--- config.mk ---
export PLATFORM = sky130hd
export DESIGN_NAME = lfsr_share_ctrl
export DESIGN_NICKNAME = d
export VERILOG_FILES = /design/src/rtl/lfsr_share_ctrl.sv
export SDC_FILE = /design/constraint.sdc
export NUM_CORES = 1
export LEC_CHECK = 0
export BUFFER_PORTS_ARGS = -buffer_cell sky130_fd_sc_hd__buf_2
export CELL_PAD_IN_SITES_DETAIL_PLACEMENT = 0
export CELL_PAD_IN_SITES_GLOBAL_PLACEMENT = 2
export CORE_UTILIZATION = 30
export CTS_BUF_LIST = sky130_fd_sc_hd__clkbuf_8
export CTS_CLUSTER_DIAMETER = 60
export CTS_CLUSTER_SIZE = 16
export DETAILED_ROUTE_END_ITERATION = 8
export GPL_ROUTABILITY_DRIVEN = 0
export PLACE_DENSITY = 0.78
export SLEW_MARGIN = 20
export SYNTH_ARGS = -nofsm -noshare
export SYNTH_HDL_FRONTEND = slang
export SYNTH_SLANG_ARGS = --single-unit
--- constraint.sdc ---
create_clock -name clk_i -period 1.5 [get_ports clk_i]
set_clock_uncertainty 0.2 [all_clocks]
set_input_delay 0.15 -clock clk_i [delete_from_list [all_inputs] [get_ports clk_i]]
set_output_delay 0.15 -clock clk_i [all_outputs]
set_load 0.01 [all_outputs]
--- src/rtl/lfsr_share_ctrl.sv ---
// Shares one Fibonacci LFSR among N_REQ requesters with round-robin grants,
// zero-seed protection, optional free-running stepping and step/period tracking.
module lfsr_share_ctrl #(
    parameter int unsigned           WIDTH        = 4,
    parameter logic [WIDTH-1:0]      TAPS         = 4'b1100,
    parameter logic [WIDTH-1:0]      SEED_DEFAULT = 4'b0001,
    parameter int unsigned           N_REQ        = 2
) (
    input  logic             clk_i,
    input  logic             rst_i,
    input  logic             seed_load_i,
    input  logic [WIDTH-1:0] seed_i,
    input  logic             free_run_i,
    input  logic [N_REQ-1:0] req_i,
    output logic [N_REQ-1:0] gnt_o,
    output logic             rnd_valid_o,
    output logic [WIDTH-1:0] rnd_data_o,
    output logic             seed_err_o,
    output logic [WIDTH-1:0] step_cnt_o,
    output logic             period_done_o
);

    localparam int unsigned PW = (N_REQ > 1) ? $clog2(N_REQ) : 1;

    typedef enum logic [1:0] {
        ST_IDLE,
        ST_SERVE,
        ST_LOAD
    } state_e;

    state_e           fsm_q, fsm_d;
    logic [WIDTH-1:0] lfsr_q, lfsr_d;
    logic [WIDTH-1:0] loaded_q, loaded_d;
    logic [PW-1:0]    ptr_q, ptr_d;
    logic [N_REQ-1:0] gnt_q, gnt_d;
    logic             valid_q, valid_d;
    logic [WIDTH-1:0] data_q, data_d;
    logic             seed_err_q, seed_err_d;
    logic [WIDTH-1:0] step_cnt_q, step_cnt_d;
    logic             period_q, period_d;

    logic [WIDTH-1:0] lfsr_step;
    logic             win_found;
    logic [PW-1:0]    win_idx;
    logic [PW-1:0]    cand;
    int unsigned      sum;
    int unsigned      ptr_nxt;
    logic             do_step;

    assign lfsr_step = {lfsr_q[WIDTH-2:0], ^(lfsr_q & TAPS)};

    // Round-robin search starting at the pointer, ascending with wrap.
    always_comb begin
        win_found = 1'b0;
        win_idx   = '0;
        sum       = 0;
        cand      = '0;
        for (int unsigned k = 0; k < N_REQ; k++) begin
            sum = 32'(ptr_q) + k;
            if (sum >= N_REQ) begin
                sum = sum - N_REQ;
            end
            cand = PW'(sum);
            if (!win_found && req_i[cand]) begin
                win_found = 1'b1;
                win_idx   = cand;
            end
        end
    end

    always_comb begin
        fsm_d      = fsm_q;
        lfsr_d     = lfsr_q;
        loaded_d   = loaded_q;
        ptr_d      = ptr_q;
        gnt_d      = '0;
        valid_d    = 1'b0;
        data_d     = data_q;
        seed_err_d = 1'b0;
        step_cnt_d = step_cnt_q;
        period_d   = 1'b0;
        do_step    = 1'b0;
        ptr_nxt    = 32'(win_idx) + 1;

        case (fsm_q)
            ST_IDLE:  if (req_i != '0) fsm_d = ST_SERVE;
            ST_SERVE: if (req_i == '0) fsm_d = ST_IDLE;
            ST_LOAD:  fsm_d = (req_i != '0) ? ST_SERVE : ST_IDLE;
            default:  fsm_d = ST_IDLE;
        endcase

        if (seed_load_i) begin
            // A zero seed would lock the LFSR, so substitute the default.
            fsm_d      = ST_LOAD;
            lfsr_d     = (seed_i == '0) ? SEED_DEFAULT : seed_i;
            loaded_d   = (seed_i == '0) ? SEED_DEFAULT : seed_i;
            seed_err_d = (seed_i == '0);
            step_cnt_d = '0;
        end else if (win_found) begin
            if (ptr_nxt >= N_REQ) begin
                ptr_nxt = 0;
            end
            gnt_d[win_idx] = 1'b1;
            valid_d        = 1'b1;
            data_d         = lfsr_q;
            ptr_d          = PW'(ptr_nxt);
            do_step        = 1'b1;
        end else begin
            do_step = free_run_i;
        end

        if (do_step) begin
            lfsr_d     = lfsr_step;
            step_cnt_d = step_cnt_q + WIDTH'(1);
            period_d   = (lfsr_step == loaded_q);
        end
    end

    always_ff @(posedge clk_i) begin
        if (rst_i) begin
            fsm_q      <= ST_IDLE;
            lfsr_q     <= SEED_DEFAULT;
            loaded_q   <= SEED_DEFAULT;
            ptr_q      <= '0;
            gnt_q      <= '0;
            valid_q    <= 1'b0;
            data_q     <= '0;
            seed_err_q <= 1'b0;
            step_cnt_q <= '0;
            period_q   <= 1'b0;
        end else begin
            fsm_q      <= fsm_d;
            lfsr_q     <= lfsr_d;
            loaded_q   <= loaded_d;
            ptr_q      <= ptr_d;
            gnt_q      <= gnt_d;
            valid_q    <= valid_d;
            data_q     <= data_d;
            seed_err_q <= seed_err_d;
            step_cnt_q <= step_cnt_d;
            period_q   <= period_d;
        end
    end

    assign gnt_o         = gnt_q;
    assign rnd_valid_o   = valid_q;
    assign rnd_data_o    = data_q;
    assign seed_err_o    = seed_err_q;
    assign step_cnt_o    = step_cnt_q;
    assign period_done_o = period_q;

endmodule

# Yosys cells after proc, flatten, opt, wreduce, memory -nomap -nowiden
# Cells that the tools add are included.
# Widths: inputs -> output; s select.
[totals] reg_bits=22 out_inout_bits=13
[op_classes] n_addsub=5 order_cmp=7 n_eq_ne=1 muxes=21 bitwise_logic=3 reduce_logical=11
[ops] op="$mux 4" count=5
[ops] op="$mux 1" count=15
[ops] op="$lt 1x2->1 const B" count=3
[ops] op="$reduce_or 2->1" count=3
[ops] op="$add 1x1->2 const B" count=2
[ops] op="$add 4x1->4 const B" count=1
[ops] op="$eq 4x4->1" count=1
[ops] op="$ge 2x2->1 const B" count=2
[ops] op="$logic_not 4->1" count=1
[ops] op="$reduce_xor 4->1" count=1
[ops] op="$not 1->1" count=3
[ops] op="$reduce_or 3->1" count=1
[ops] op="$ge 1x2->1 const B" count=1
[ops] op="$logic_and 1x1->1" count=2
[ops] op="$reduce_and 2->1" count=1
[ops] op="$reduce_bool 2->1" count=1
[ops] op="$sub 1x1->1 const B" count=2
[ops] op="$demux 1 s1" count=1
[ops] op="$ge 1x1->1 const B" count=1
[ops] op="$logic_not 1->1" count=1

# Longest topological paths before layout
[logic_depth] ltp_word=12 depth_mapped=5 mapped_depth_nobuf=4

# Worst setup path before layout
# OpenSTA, ideal clock, no wires.
[synth_path] path_kind="reg2reg" from="register lfsr_q[0]" to="register period_q (netlist: period_done_o)" arrival_ps=1051 required_time_ps=1212 path_slack_ps=161 stages_incl_launch_ff=4 path_buffers=0 synth_period_minus_slack_ps=1339 path_cell_list="dfxtp_1 xor2_1 or3_1 nor4_2"
[synth_between] elab_chain_cells=1
[synth_lines] item="start: declaration" line_no="32" rtl="logic [WIDTH-1:0] lfsr_q, lfsr_d;"
[synth_lines] item="start signal: assignment" line_no="133" rtl="lfsr_q <= lfsr_d;"
[synth_lines] item="$eq 4x4->1" line_no="115" rtl="period_d = (lfsr_step == loaded_q);"
[synth_lines] item="end signal: assignment" line_no="141" rtl="period_q <= period_d;"
[synth_lines] item="end: declaration" line_no="40" rtl="logic period_q, period_d;"
# No other way between the ends.
# A chain may end at the register's enable or synchronous reset.

# Worst setup path in the final report
[layout_path] from="input port seed_i[3]" to="register seed_err_q (netlist: seed_err_o)"
[layout_between] elab_chain_cells=1
[layout_lines] item="start: declaration" line_no="12" rtl="input logic [WIDTH-1:0] seed_i,"
[layout_lines] item="$logic_not 4->1" line_no="97" rtl="seed_err_d = (seed_i == '0);"
[layout_lines] item="end signal: assignment" line_no="139" rtl="seed_err_q <= seed_err_d;"
[layout_lines] item="end: declaration" line_no="38" rtl="logic seed_err_q, seed_err_d;"
# No other way between the ends.

==> out/results.txt <==
Worst hold path startpoint -> rst_i
Cell depth of the worst hold path -> 2
GRT Overall Usage -> 11.63%
Origin of the critical flop-to-flop path -> lfsr_q[0]
Result of the run -> completed
Reg-to-Reg End -> period_done_o
Most instantiated flip-flop cell in the synthesis netlist -> sky130_fd_sc_hd__dfxtp_1
Longest individual stage delay on the worst path -> 0.53 ns
Largest area contributor in the netlist -> sky130_fd_sc_hd__dfxtp_1
Share of the clock period used by the worst path -> 97.22%
Average cell area after synthesis -> 10.08 um2
Total core area -> 0.002781 mm2
Sum of overflow across all layers after global routing -> 0
Horizontal die dimension -> 56.38 um
Root buffer cell -> sky130_fd_sc_hd__clkbuf_8
Number of different library cells in the post-synthesis netlist -> 25
Worst path required time -> 1.48 ns
Clock latency of the later-clocked register in the worst-skew pair -> 0.26 ns
Relative max-transition margin -> 77.42%
Antenna fix cells -> 0
Number of I/O port buffers -> 22
Initial antenna violation count -> 0
EDFF count, synth -> 0
Clock tree sinks -> 22
Number of max-cap violations -> 0
Count of hold buffers inserted by post-cts repair -> 7
Max Root-Sink Buffers -> 2
DR pass1 iterations -> 4
R2R Setup Slk -> 0.14 ns
Detailed-placement wirelength estimate -> 1.219 mm
Endpoint arrival time on the critical path -> 1.44 ns
Relative area change from synthesis to final layout -> 30.47%
Setup TNS -> 0 ns
Cell area after synthesis -> 887.1 um2
Ratio of routed vias to standard cells -> 4.695
Number of failing setup endpoints in the final timing report -> 0
Wire length of the first global-routing pass -> 2.870 mm
Final Instance Count excl. Fillers -> 151
Die Ht -> 56.38 um
Post-CTS clock slew at the launch and capture registers of the worst setup and hold paths -> 0.07 ns
Cell with the most instances after synthesis -> sky130_fd_sc_hd__dfxtp_1
Startpoint-to-endpoint class of the critical path -> in -> reg
Wire length per cell after detailed routing -> 10.85 um
Worst path slowest cell -> sky130_fd_sc_hd__dlygate4sd3_1
Depth of the most critical reg-to-reg path -> 3
Fraction of registers with async set or reset after synthesis -> 0%
Register area share after synthesis -> 49.65%
Ports -> 23
Worst slew pin tran -> 0.3376 ns
Number of CTS-inserted buffers -> 3
Shortest clock period the worst path allows after layout -> 1.458 ns
Htree depth -> 1
Yosys top cell area share -> 49.65%
Vias in the first global route -> 639
Max IR drop VDD -> 0.0006307 V
Category of the worst setup path launch point -> input port
Total number of yosys warnings -> 0
Fraction of layout cells with a size suffix above 1 -> 27.50%
Sequence of cells on the critical path -> dlygate4sd3_1 > buf_2 > or4_1 > nor3_1
Fillcell total -> 283
Post-synth top cells -> sky130_fd_sc_hd__dfxtp_1 (22), sky130_fd_sc_hd__nor2_1 (15), sky130_fd_sc_hd__mux2i_1 (11)
Power density normalized to cell area -> 995.8 mW/mm2
Effective utilization at floorplan -> 31.89%
Drt initial violations -> 14
Standard-cell rows -> 19
Setup repair after global routing missed its margin -> no
Worst hold path type -> in -> reg
Source of the critical timing path -> seed_i[3]
Largest fanout on the critical path -> 4
Syn nets -> 99
Final wirelength -> 1.639 mm
Count of endpoints failing hold in the final timing report -> 0
Static Leakage -> 0.0005357 uW
Pin count of the biggest net entering global routing -> 15
Total of flip-flops plus latches after synthesis -> 22
Element type at the critical path end -> flip-flop
Max Fclk -> 685.7 MHz
Net count reported at finish -> 133
Hold Path Sink -> loaded_q[3]
Cells resized by post-CTS repair -> 0
Number of instances in the synthesized netlist -> 88
Count of antenna-violating nets left after detailed routing -> 0
DRC violation count after routing -> 0
Via count of the routed design -> 709
Cells taking the most area after synthesis -> sky130_fd_sc_hd__dfxtp_1 (50%), sky130_fd_sc_hd__mux2i_1 (12%), sky130_fd_sc_hd__nor2_1 (6.3%)
Overall die area -> 0.003179 mm2
Clock tree from TritonCTS -> built
Buffer count from post-CTS setup fixing -> 0
Final max-slew violation count -> 0
Number of cells after detailed placement -> 141
==> per-layer routing <==
| layer | global-route usage [%] | vias up | routed length (um) |
|---|---|---|---|
| li1 | - | 371 | - |
| met1 | 15.45 | 314 | 800 |
| met2 | 17.69 | 22 | 726 |
| met3 | 5.069 | 2 | 104 |
| met4 | 2.091 | 0 | 7 |
| met5 | 0 | - | 0 |
==> placed cells by master (no fill, tap or decap) <==
master	count
sky130_fd_sc_hd__clkbuf_8	3
sky130_fd_sc_hd__a311oi_1	1
sky130_fd_sc_hd__xnor2_1	2
sky130_fd_sc_hd__xor2_1	5
sky130_fd_sc_hd__inv_1	4
sky130_fd_sc_hd__nor2_1	15
sky130_fd_sc_hd__nor3_1	2
sky130_fd_sc_hd__o31ai_1	1
sky130_fd_sc_hd__o21ai_0	3
sky130_fd_sc_hd__a21oi_1	2
sky130_fd_sc_hd__nand2_1	2
sky130_fd_sc_hd__or3_2	1
sky130_fd_sc_hd__mux2i_1	11
sky130_fd_sc_hd__nor3_4	1
sky130_fd_sc_hd__or3_1	1
sky130_fd_sc_hd__dlygate4sd3_1	7
sky130_fd_sc_hd__or4_1	1
sky130_fd_sc_hd__buf_2	22
sky130_fd_sc_hd__dfxtp_1	22
sky130_fd_sc_hd__nand3_1	2
sky130_fd_sc_hd__buf_4	3
sky130_fd_sc_hd__o21bai_2	1
sky130_fd_sc_hd__ha_1	1
sky130_fd_sc_hd__a211oi_1	4
sky130_fd_sc_hd__o211ai_1	1
sky130_fd_sc_hd__nor4_2	1
sky130_fd_sc_hd__mux2_2	1
==> sequential cells by signal, summed over array words and instances (netlist names) <==
name and flops:
seed_err_o 1, gnt_o 2, period_done_o 1, rnd_data_o 4, ptr_q 1, rnd_valid_o 1, lfsr_q 4, loaded_q 4
step_cnt_o 4
==> cell families after synthesis <==
family          Yosys count  share of synthesized area (%)
compound gates           13                          10.16
xor+xnor                  7                          6.911
fa+ha+maj                 1                          1.410
buf+inv                   7                          3.102
flops                    22                          49.65
mux                      12                          13.68
simple gates             26                          15.09
==> per-stage QoR <==
| step | instance area [um2] | utilization (%) | setup WS [ns] | hold WS [ns] | total power (uW) |
|---|---|---|---|---|---|
| after floorplan | 887.1 | - | 0.1610 | 0.02276 | 743.8 |
| after global placement | 1046 | 37.61 | 0.06876 | 0.1738 | 801.5 |
| after detailed placement | 1046 | 37.61 | 0.04360 | 0.1691 | 802.6 |
| after CTS | 1157 | 41.61 | 0.04094 | 0.02388 | 1172 |
| after global routing | 1157 | 41.61 | 0.01793 | 0.02734 | 1218 |
| final | 1157 | 41.61 | 0.04168 | 0.02844 | 1153 |
==> critical path: cells and delay by family <==
kind                   cells  cell delay (ns)
buffers and inverters      2             0.67
and+or+nand+nor            2             0.63
==> where the power goes <==
group          leakage [uW]  switching, uW  internal, uW
Combinational      0.000333           79.9          83.0
Clock             0.0000216            174           179
Sequential         0.000181           22.5           615
==> final cells by class <==
type	count	area [um2]	area share, %
Timing Repair Buffer	32	202.7	17.51
Multi-Input combinational cell	59	419.2	36.22
Tap cell	31	38.79	3.351
Clock buffer	3	41.29	3.568
Sequential cell	22	440.4	38.05
Inverter	4	15.01	1.297
==> worst max path at each step <==
stage / endpoint / slack [ns] / depth (start not counted)
after floorplan: period_done_o / 0.16 / 3
after detailed placement: lfsr_q[0] / 0.04 / 4
after CTS: seed_err_o / 0.04 / 4
after global routing: seed_err_o / 0.02 / 4
final: seed_err_o / 0.04 / 4
after global placement: lfsr_q[0] / 0.07 / 4
Note: power is estimated with default switching activity, not from simulation.
